`config.mk`:
```
export PLATFORM = sky130hd
export DESIGN_NAME = dp_ram_stream_reader_flat
export DESIGN_NICKNAME = d
export VERILOG_FILES = /design/src/rtl/dp_ram_stream_reader_pkg.sv /design/src/rtl/dp_ram_stream_reader_if.sv /design/src/rtl/dp_ram_stream_reader_out_fifo.sv /design/src/rtl/dp_ram_stream_reader.sv /design/src/flat_wrapper.sv
export SDC_FILE = /design/constraint.sdc
export NUM_CORES = 2
export LEC_CHECK = 0
export CAP_MARGIN = 30
export CORE_AREA = 2 2 405 407
export DETAILED_ROUTE_END_ITERATION = 8
export DIE_AREA = 0 0 407 409
export GPL_ROUTABILITY_DRIVEN = 0
export GPL_TIMING_DRIVEN = 0
export SLEW_MARGIN = 15
export SYNTH_ARGS = -nofsm -noshare
export SYNTH_HDL_FRONTEND = slang
export SYNTH_SLANG_ARGS = --single-unit
```
`constraint.sdc`:
```
create_clock -name clk -period 31.9 [get_ports clk]
set_input_delay 4.785 -clock clk [delete_from_list [all_inputs] [get_ports clk]]
set_output_delay 4.785 -clock clk [all_outputs]
set_load 0.05 [all_outputs]
```
`src/rtl/dp_ram_stream_reader_pkg.sv`:
```
// Shared definitions for the dual-port RAM stream reader and companion RAM writers:
// FSM state encoding and the output FIFO depth.
package dp_ram_stream_reader_pkg;

   typedef enum logic [1:0] {
      IDLE  = 2'd0,
      RUN   = 2'd1,
      DRAIN = 2'd2
   } ram_fsm_state_e;

   localparam int unsigned OUT_FIFO_DEPTH = 2;

endpackage

```
`src/rtl/dp_ram_stream_reader_if.sv`:
```
// Valid/ready stream carrying RAM words plus an end-of-burst marker.
interface dp_ram_stream_reader_if #(
   parameter int DATA_BITWIDTH = 512
);
   logic                     m_valid;
   logic [DATA_BITWIDTH-1:0] m_data;
   logic                     m_last;
   logic                     m_ready;

   modport master (output m_valid, output m_data, output m_last, input m_ready);
   modport slave  (input m_valid, input m_data, input m_last, output m_ready);
endinterface

```
`src/rtl/dp_ram_stream_reader_out_fifo.sv`:
```
// Two-entry output FIFO (reader_out_fifo) holding RAM words and their last flags.
module reader_out_fifo
   import dp_ram_stream_reader_pkg::*;
#(
   parameter int DATA_BITWIDTH = 512
) (
   input  logic                     clk,
   input  logic                     rst,
   input  logic                     push,
   input  logic [DATA_BITWIDTH-1:0] push_data,
   input  logic                     push_last,
   input  logic                     pop,
   output logic [DATA_BITWIDTH-1:0] head_data,
   output logic                     head_last,
   output logic                     full,
   output logic                     empty
);
   localparam int PTR_W = $clog2(OUT_FIFO_DEPTH);
   localparam int CNT_W = $clog2(OUT_FIFO_DEPTH + 1);

   logic [DATA_BITWIDTH-1:0]  mem_data [OUT_FIFO_DEPTH];
   logic [OUT_FIFO_DEPTH-1:0] mem_last;
   logic [PTR_W-1:0]          wr_ptr;
   logic [PTR_W-1:0]          rd_ptr;
   logic [CNT_W-1:0]          count;

   // NOTE: storage is reset too, so m_data reads as zero straight out of reset.
   always_ff @(posedge clk or posedge rst) begin
      if (rst) begin
         for (int i = 0; i < OUT_FIFO_DEPTH; i++) mem_data[i] <= '0;
         mem_last <= '0;
         wr_ptr   <= '0;
         rd_ptr   <= '0;
         count    <= '0;
      end else begin
         if (push) begin
            mem_data[wr_ptr] <= push_data;
            mem_last[wr_ptr] <= push_last;
            wr_ptr           <= wr_ptr + PTR_W'(1);
         end
         if (pop) rd_ptr <= rd_ptr + PTR_W'(1);
         case ({push, pop})
            2'b10:   count <= count + CNT_W'(1);
            2'b01:   count <= count - CNT_W'(1);
            default: count <= count;
         endcase
      end
   end

   assign head_data = mem_data[rd_ptr];
   assign head_last = mem_last[rd_ptr];
   assign full      = (count == CNT_W'(OUT_FIFO_DEPTH));
   assign empty     = (count == '0);

endmodule

```
`src/rtl/dp_ram_stream_reader.sv`:
```
// Reads a burst of words from a RAM read port and streams them out with backpressure.
// Optional READER_STALL_CNT_EN adds a saturating 16-bit stall_cnt output.
module dp_ram_stream_reader
   import dp_ram_stream_reader_pkg::*;
#(
   parameter int DATA_BITWIDTH = 512,
   parameter int ADDR_BITWIDTH = 5,
   parameter int DEPTH         = 32
) (
   input  logic                     clk,
   input  logic                     rst,
   input  logic                     start,
   input  logic [ADDR_BITWIDTH-1:0] base_addr,
   input  logic [ADDR_BITWIDTH:0]   num_words,
   output logic                     busy,
   output logic                     done,
   output logic                     ram_enb,
   output logic [ADDR_BITWIDTH-1:0] ram_addrb,
   input  logic [DATA_BITWIDTH-1:0] ram_dob,
   dp_ram_stream_reader_if.master   m
`ifdef READER_STALL_CNT_EN
   ,
   output logic [15:0]              stall_cnt
`endif
);
   ram_fsm_state_e           state, state_n;
   logic                     enb_n, last_q, last_n, done_n;
   logic [ADDR_BITWIDTH-1:0] addr_n;
   logic [ADDR_BITWIDTH:0]   rem_q, rem_n;
   logic                     fifo_full, fifo_empty, head_last, pop, can_issue;
   logic [DATA_BITWIDTH-1:0] head_data;
   logic [1:0]               occ;

   assign pop = !fifo_empty && m.m_ready;
   assign occ = fifo_full ? 2'd2 : (fifo_empty ? 2'd0 : 2'd1);
   // The read in flight this cycle lands in the FIFO at the next edge, so it counts as occupied.
   assign can_issue = (occ + {1'b0, ram_enb} - {1'b0, pop}) < 2'd2;

   // NOTE: every variable gets a default first so no path can infer a latch.
   always_comb begin
      state_n = state;
      enb_n   = 1'b0;
      addr_n  = ram_addrb;
      rem_n   = rem_q;
      last_n  = 1'b0;
      done_n  = 1'b0;
      case (state)
         IDLE: begin
            if (start) begin
               if (num_words == '0) begin
                  done_n = 1'b1;
               end else begin
                  state_n = RUN;
                  enb_n   = 1'b1;
                  addr_n  = base_addr;
                  rem_n   = num_words - 1'b1;
                  last_n  = (num_words == (ADDR_BITWIDTH+1)'(1));
               end
            end
         end
         RUN: begin
            if (rem_q == '0) begin
               state_n = DRAIN;
            end else if (can_issue) begin
               enb_n  = 1'b1;
               addr_n = (ram_addrb == ADDR_BITWIDTH'(DEPTH - 1)) ? '0 : ram_addrb + 1'b1;
               rem_n  = rem_q - 1'b1;
               last_n = (rem_q == (ADDR_BITWIDTH+1)'(1));
            end
         end
         DRAIN: begin
            if (pop && head_last) begin
               state_n = IDLE;
               done_n  = 1'b1;
            end
         end
         default: state_n = IDLE;
      endcase
   end

   // NOTE: sequential state uses non-blocking assignments only.
   always_ff @(posedge clk or posedge rst) begin
      if (rst) begin
         state     <= IDLE;
         ram_enb   <= 1'b0;
         ram_addrb <= '0;
         rem_q     <= '0;
         last_q    <= 1'b0;
         done      <= 1'b0;
      end else begin
         state     <= state_n;
         ram_enb   <= enb_n;
         ram_addrb <= addr_n;
         rem_q     <= rem_n;
         last_q    <= last_n;
         done      <= done_n;
      end
   end

   reader_out_fifo #(.DATA_BITWIDTH(DATA_BITWIDTH)) u_out_fifo (
      .clk       (clk),
      .rst       (rst),
      .push      (ram_enb),
      .push_data (ram_dob),
      .push_last (last_q),
      .pop       (pop),
      .head_data (head_data),
      .head_last (head_last),
      .full      (fifo_full),
      .empty     (fifo_empty)
   );

   assign busy      = (state != IDLE);
   assign m.m_valid = !fifo_empty;
   assign m.m_data  = head_data;
   assign m.m_last  = head_last && !fifo_empty;

`ifdef READER_STALL_CNT_EN
   always_ff @(posedge clk or posedge rst) begin
      if (rst) begin
         stall_cnt <= '0;
      end else if (state == IDLE && start) begin
         stall_cnt <= '0;
      end else if (!fifo_empty && !m.m_ready && stall_cnt != 16'hFFFF) begin
         stall_cnt <= stall_cnt + 16'd1;
      end
   end
`endif

endmodule
```
`src/flat_wrapper.sv`:
```
// flat-port wrapper written by rule: the top's interface ports become plain ports
module dp_ram_stream_reader_flat import dp_ram_stream_reader_pkg::*;
#(
   parameter int DATA_BITWIDTH = 512,
   parameter int ADDR_BITWIDTH = 5,
   parameter int DEPTH         = 32
)
  (clk, rst, start, base_addr, num_words, busy, done, ram_enb, ram_addrb, ram_dob, m_m_valid, m_m_data, m_m_last, m_m_ready);
  dp_ram_stream_reader_if #(.DATA_BITWIDTH(DATA_BITWIDTH)) m_i ();
  input  logic clk;
  input  logic rst;
  input  logic start;
  input  logic [ADDR_BITWIDTH-1:0] base_addr;
  input  logic [ADDR_BITWIDTH:0] num_words;
  output logic busy;
  output logic done;
  output logic ram_enb;
  output logic [ADDR_BITWIDTH-1:0] ram_addrb;
  input  logic [DATA_BITWIDTH-1:0] ram_dob;
  output wire logic [$bits(m_i.m_valid)-1:0] m_m_valid;
  output wire logic [$bits(m_i.m_data)-1:0] m_m_data;
  output wire logic [$bits(m_i.m_last)-1:0] m_m_last;
  input wire logic [$bits(m_i.m_ready)-1:0] m_m_ready;
  assign m_m_valid = m_i.m_valid;
  assign m_m_data = m_i.m_data;
  assign m_m_last = m_i.m_last;
  assign m_i.m_ready = m_m_ready;
  dp_ram_stream_reader #(.DATA_BITWIDTH(DATA_BITWIDTH), .ADDR_BITWIDTH(ADDR_BITWIDTH), .DEPTH(DEPTH)) u_core (.clk(clk), .rst(rst), .start(start), .base_addr(base_addr), .num_words(num_words), .busy(busy), .done(done), .ram_enb(ram_enb), .ram_addrb(ram_addrb), .ram_dob(ram_dob), .m(m_i));
endmodule
```
==> reports/summary.txt <==
Run status -> completed
Mux contribution to synthesized area -> 0.3844
Overflow after GRT -> 0
Setup slack, reg-to-reg -> 28.95 ns
Placed cells -> 6143
CTS Root Cell -> clkbuf_16
Gr usage total -> 0.1852
Die Ht -> 409 um
Post-synth cell types -> 38
CTS resizes -> 0
Global route hottest layer -> met2
Largest net degree at the start of global routing -> 36
Compound-Gate Fraction of Synth Area -> 0.005076
Filler Cell Count -> 15.31k
RSZ-0062 raised after global routing -> false
Detailed Route Iter0 Violations -> 1019
Post-Layout Cell Count -> 6387
R2r startpoint -> u_core.ram_enb
TritonCTS Buffers -> 117
Share of cells above drive strength 1 -> 0.4599
CTS sink count -> 1046
Adder and majority gate portion of the synthesized area -> 0.002496
Top cell type's share of synthesized area -> 0.5802
CP Class -> reg -> out
Fmax -> 114.9 MHz
Initial Utilization -> 0.2784
Top_reg_cell synth -> dfrtp_1
Final Hold Fails -> 0
Sum Neg Setup Slack -> 0 ns
Top cells by area, synth -> dfrtp_1 (58%), mux2_2 (38%), buf_2 (1.6%)
Drt first pass iters -> 4
Mean Syn Cell Area -> 15.65 sq um
Hold WS -> 0.4982 ns
Hold WC Path Type -> reg -> reg
#FFs+latches synth -> 1046
Post-CTS Setup Bufs -> 0
Ys Warns -> 0
M2 GR Usage -> 0.3319
Final Slew Violations -> 0
Data required, critical path -> 27.12 ns
Routed Antenna Nets -> 0
Crit-path max cell delay -> 0.75 ns
Critical path, cell by cell -> clkbuf_2 -> clkbuf_1 -> buf_2 -> mux2_2 -> clkdlybuf4s50_1
GR Util met1 -> 0.2058
Post-Synth XOR/XNOR Area -> 0.001359
Core area -> 162000 sq um
Num rows -> 148
Post-synth EDFFs -> 0
Total of max-cap violations -> 0
IO Count -> 1049
Slew HR -> 0.3894
Final setup fails -> 0
Post-synthesis simple-gate area fraction -> 0.006546
First-pass GRT wire length -> 223900 um
Top cells by count, synth -> mux2_2 (1538), dfrtp_1 (1046), buf_2 (146)
R2r endpoint -> u_core.u_out_fifo.mem_data[868]
Largest family of logic cells by synthesized area -> multiplexers
CTS tree -> done
Final-stage net count -> 4623
Fin Clk Skew -> 0.05083 ns
Port buffer count -> 1048
Tcrit/Tclk final -> 0.2728
Top-count cell post-synth -> mux2_2
Async set or reset register ratio after synthesis -> 1.000
Largest area contributor in the netlist -> dfrtp_1
Vias in the first global route -> 31.57k
Vias per cell -> 4.537
Final WL -> 157200 um
Die area -> 166500 sq um
H-tree depth -> 3
Crit. End Element -> output pin
Crit path time final -> 8.702 ns
Skew-Pair Late Insertion Delay -> 0.76 ns
Arrival time worst endpoint -> 3.92 ns
Mapped Nets -> 3419
FF-to-FF path depth -> 5
Die width -> 407 um
CP endpoint -> m_m_data[12]
Hold buffers post-CTS -> 0
Seq/Total Area, Yosys -> 0.5802
Worst Setup SP -> u_core.u_out_fifo.rd_ptr
Area after DPL -> 59100 sq um
Layout area overhead -> 39.96%
DP Wirelength -> 121100 um
Initial antenna violation count -> 51
Routed WL per cell -> 24.61 um
Critical path startpoint category -> flip-flop
GRT met3 Usage -> 0.06033
Final Cell Area -> 63140 sq um
CP Max Fanout -> 11
Worst slew pin tran -> 0.9159 ns
Slowest cell on crit path -> clkdlybuf4s50_1
Post-Syn Instances -> 2883
Remaining routing DRC violations -> 0
Post-Syn Area -> 45110 sq um
Deepest clock path buffer count -> 3
Via count -> 28.98k
Worst-path clk slew -> 0.06 ns
-- placed cells by master, fill, tap and decap left out, drive strengths merged, types with 2 or more instances in the layout --
master | Yosys | layout
nor4 | 4 | 4
buf | 153 | 190
o21ai | 20 | 20
xor2 | 3 | 3
nor3b | 6 | 6
clkinv | 0 | 31
or3 | 2 | 2
xnor2 | 4 | 4
inv | 11 | 12
nor2b | 4 | 4
nor3 | 4 | 4
clkdlybuf4s50 | 0 | 1048
mux2 | 1538 | 1538
dfrtp | 1046 | 1046
mux2i | 2 | 2
nor2 | 11 | 11
a21oi | 11 | 11
bufinv | 0 | 8
nand3 | 4 | 4
ha | 9 | 9
diode | 0 | 26
nand2 | 10 | 10
clkbuf | 23 | 200
nand2b | 4 | 4
-- final cells by class --
type                            count  area [sq um]  share of cell area
Multi-Input combinational cell   1650         18040              0.2858
Inverter                           11         45.04           0.0007134
Clock buffer                      177          3433             0.05438
Timing Repair Buffer             1085         11240              0.1781
Tap cell                         2175          2721             0.04310
Antenna cell                       26         65.06            0.001030
Sequential cell                  1046         26180              0.4146
Clock inverter                     41         539.3            0.008541
Buffer                            176         872.1             0.01381
-- how the worst min path moves through the flow --
stage,from,to,slack [ns],depth (start not counted)
floorplan,u_core.u_out_fifo.mem_data[0],u_core.u_out_fifo.mem_data[0],0.47,1
global placement,u_core.u_out_fifo.mem_data[140],u_core.u_out_fifo.mem_data[140],0.48,1
detailed placement,u_core.u_out_fifo.mem_data[180],u_core.u_out_fifo.mem_data[180],0.49,1
CTS,u_core.u_out_fifo.mem_data[381],u_core.u_out_fifo.mem_data[381],0.50,1
global route,u_core.u_out_fifo.mem_data[321],u_core.u_out_fifo.mem_data[321],0.51,1
finish,u_core.u_out_fifo.mem_data[36],u_core.u_out_fifo.mem_data[36],0.50,1
-- layer usage --
layer	up-vias	wire [um]	share of wire
li1	12810	-	-
met4	32	4199	0.027
met1	15140	59550	0.38
met5	-	194	0.0012
met3	252	12230	0.078
met2	751	81010	0.52
-- flip-flops by register name, indices dropped and copies added (netlist names), 2 cells and up --
name / count
u_core.u_out_fifo.count: 2
u_core.rem_q: 6
u_core.state: 2
u_core.ram_addrb: 5
u_core.u_out_fifo.mem_data: 1024
u_core.u_out_fifo.mem_last: 2
-- worst max-delay path, delay by kind of cell, from the launching register on --
family	cells	cell delay [ns]
buffers and inverters	4	2.47
muxes	1	0.40
DFF	1	0.31
-- stage by stage --
step | setup slack (ns) | util
final | 23.20 | 0.3897
after global routing | 22.97 | 0.3895
after CTS | 22.94 | 0.3893
after detailed placement | 23.74 | 0.3647
after global placement | 5.424 | 0.3600
after floorplan | 12.69 | -
-- cells by family after synthesis --
group           after synthesis
xor+xnor                      7
mux                        1540
simple gates                 55
flops                      1046
fa+ha+maj                     9
compound gates               39
buf+inv                     187
Power is not shown: default switching activity piles up to over one toggle a cycle in this logic, so the estimate is an artifact.
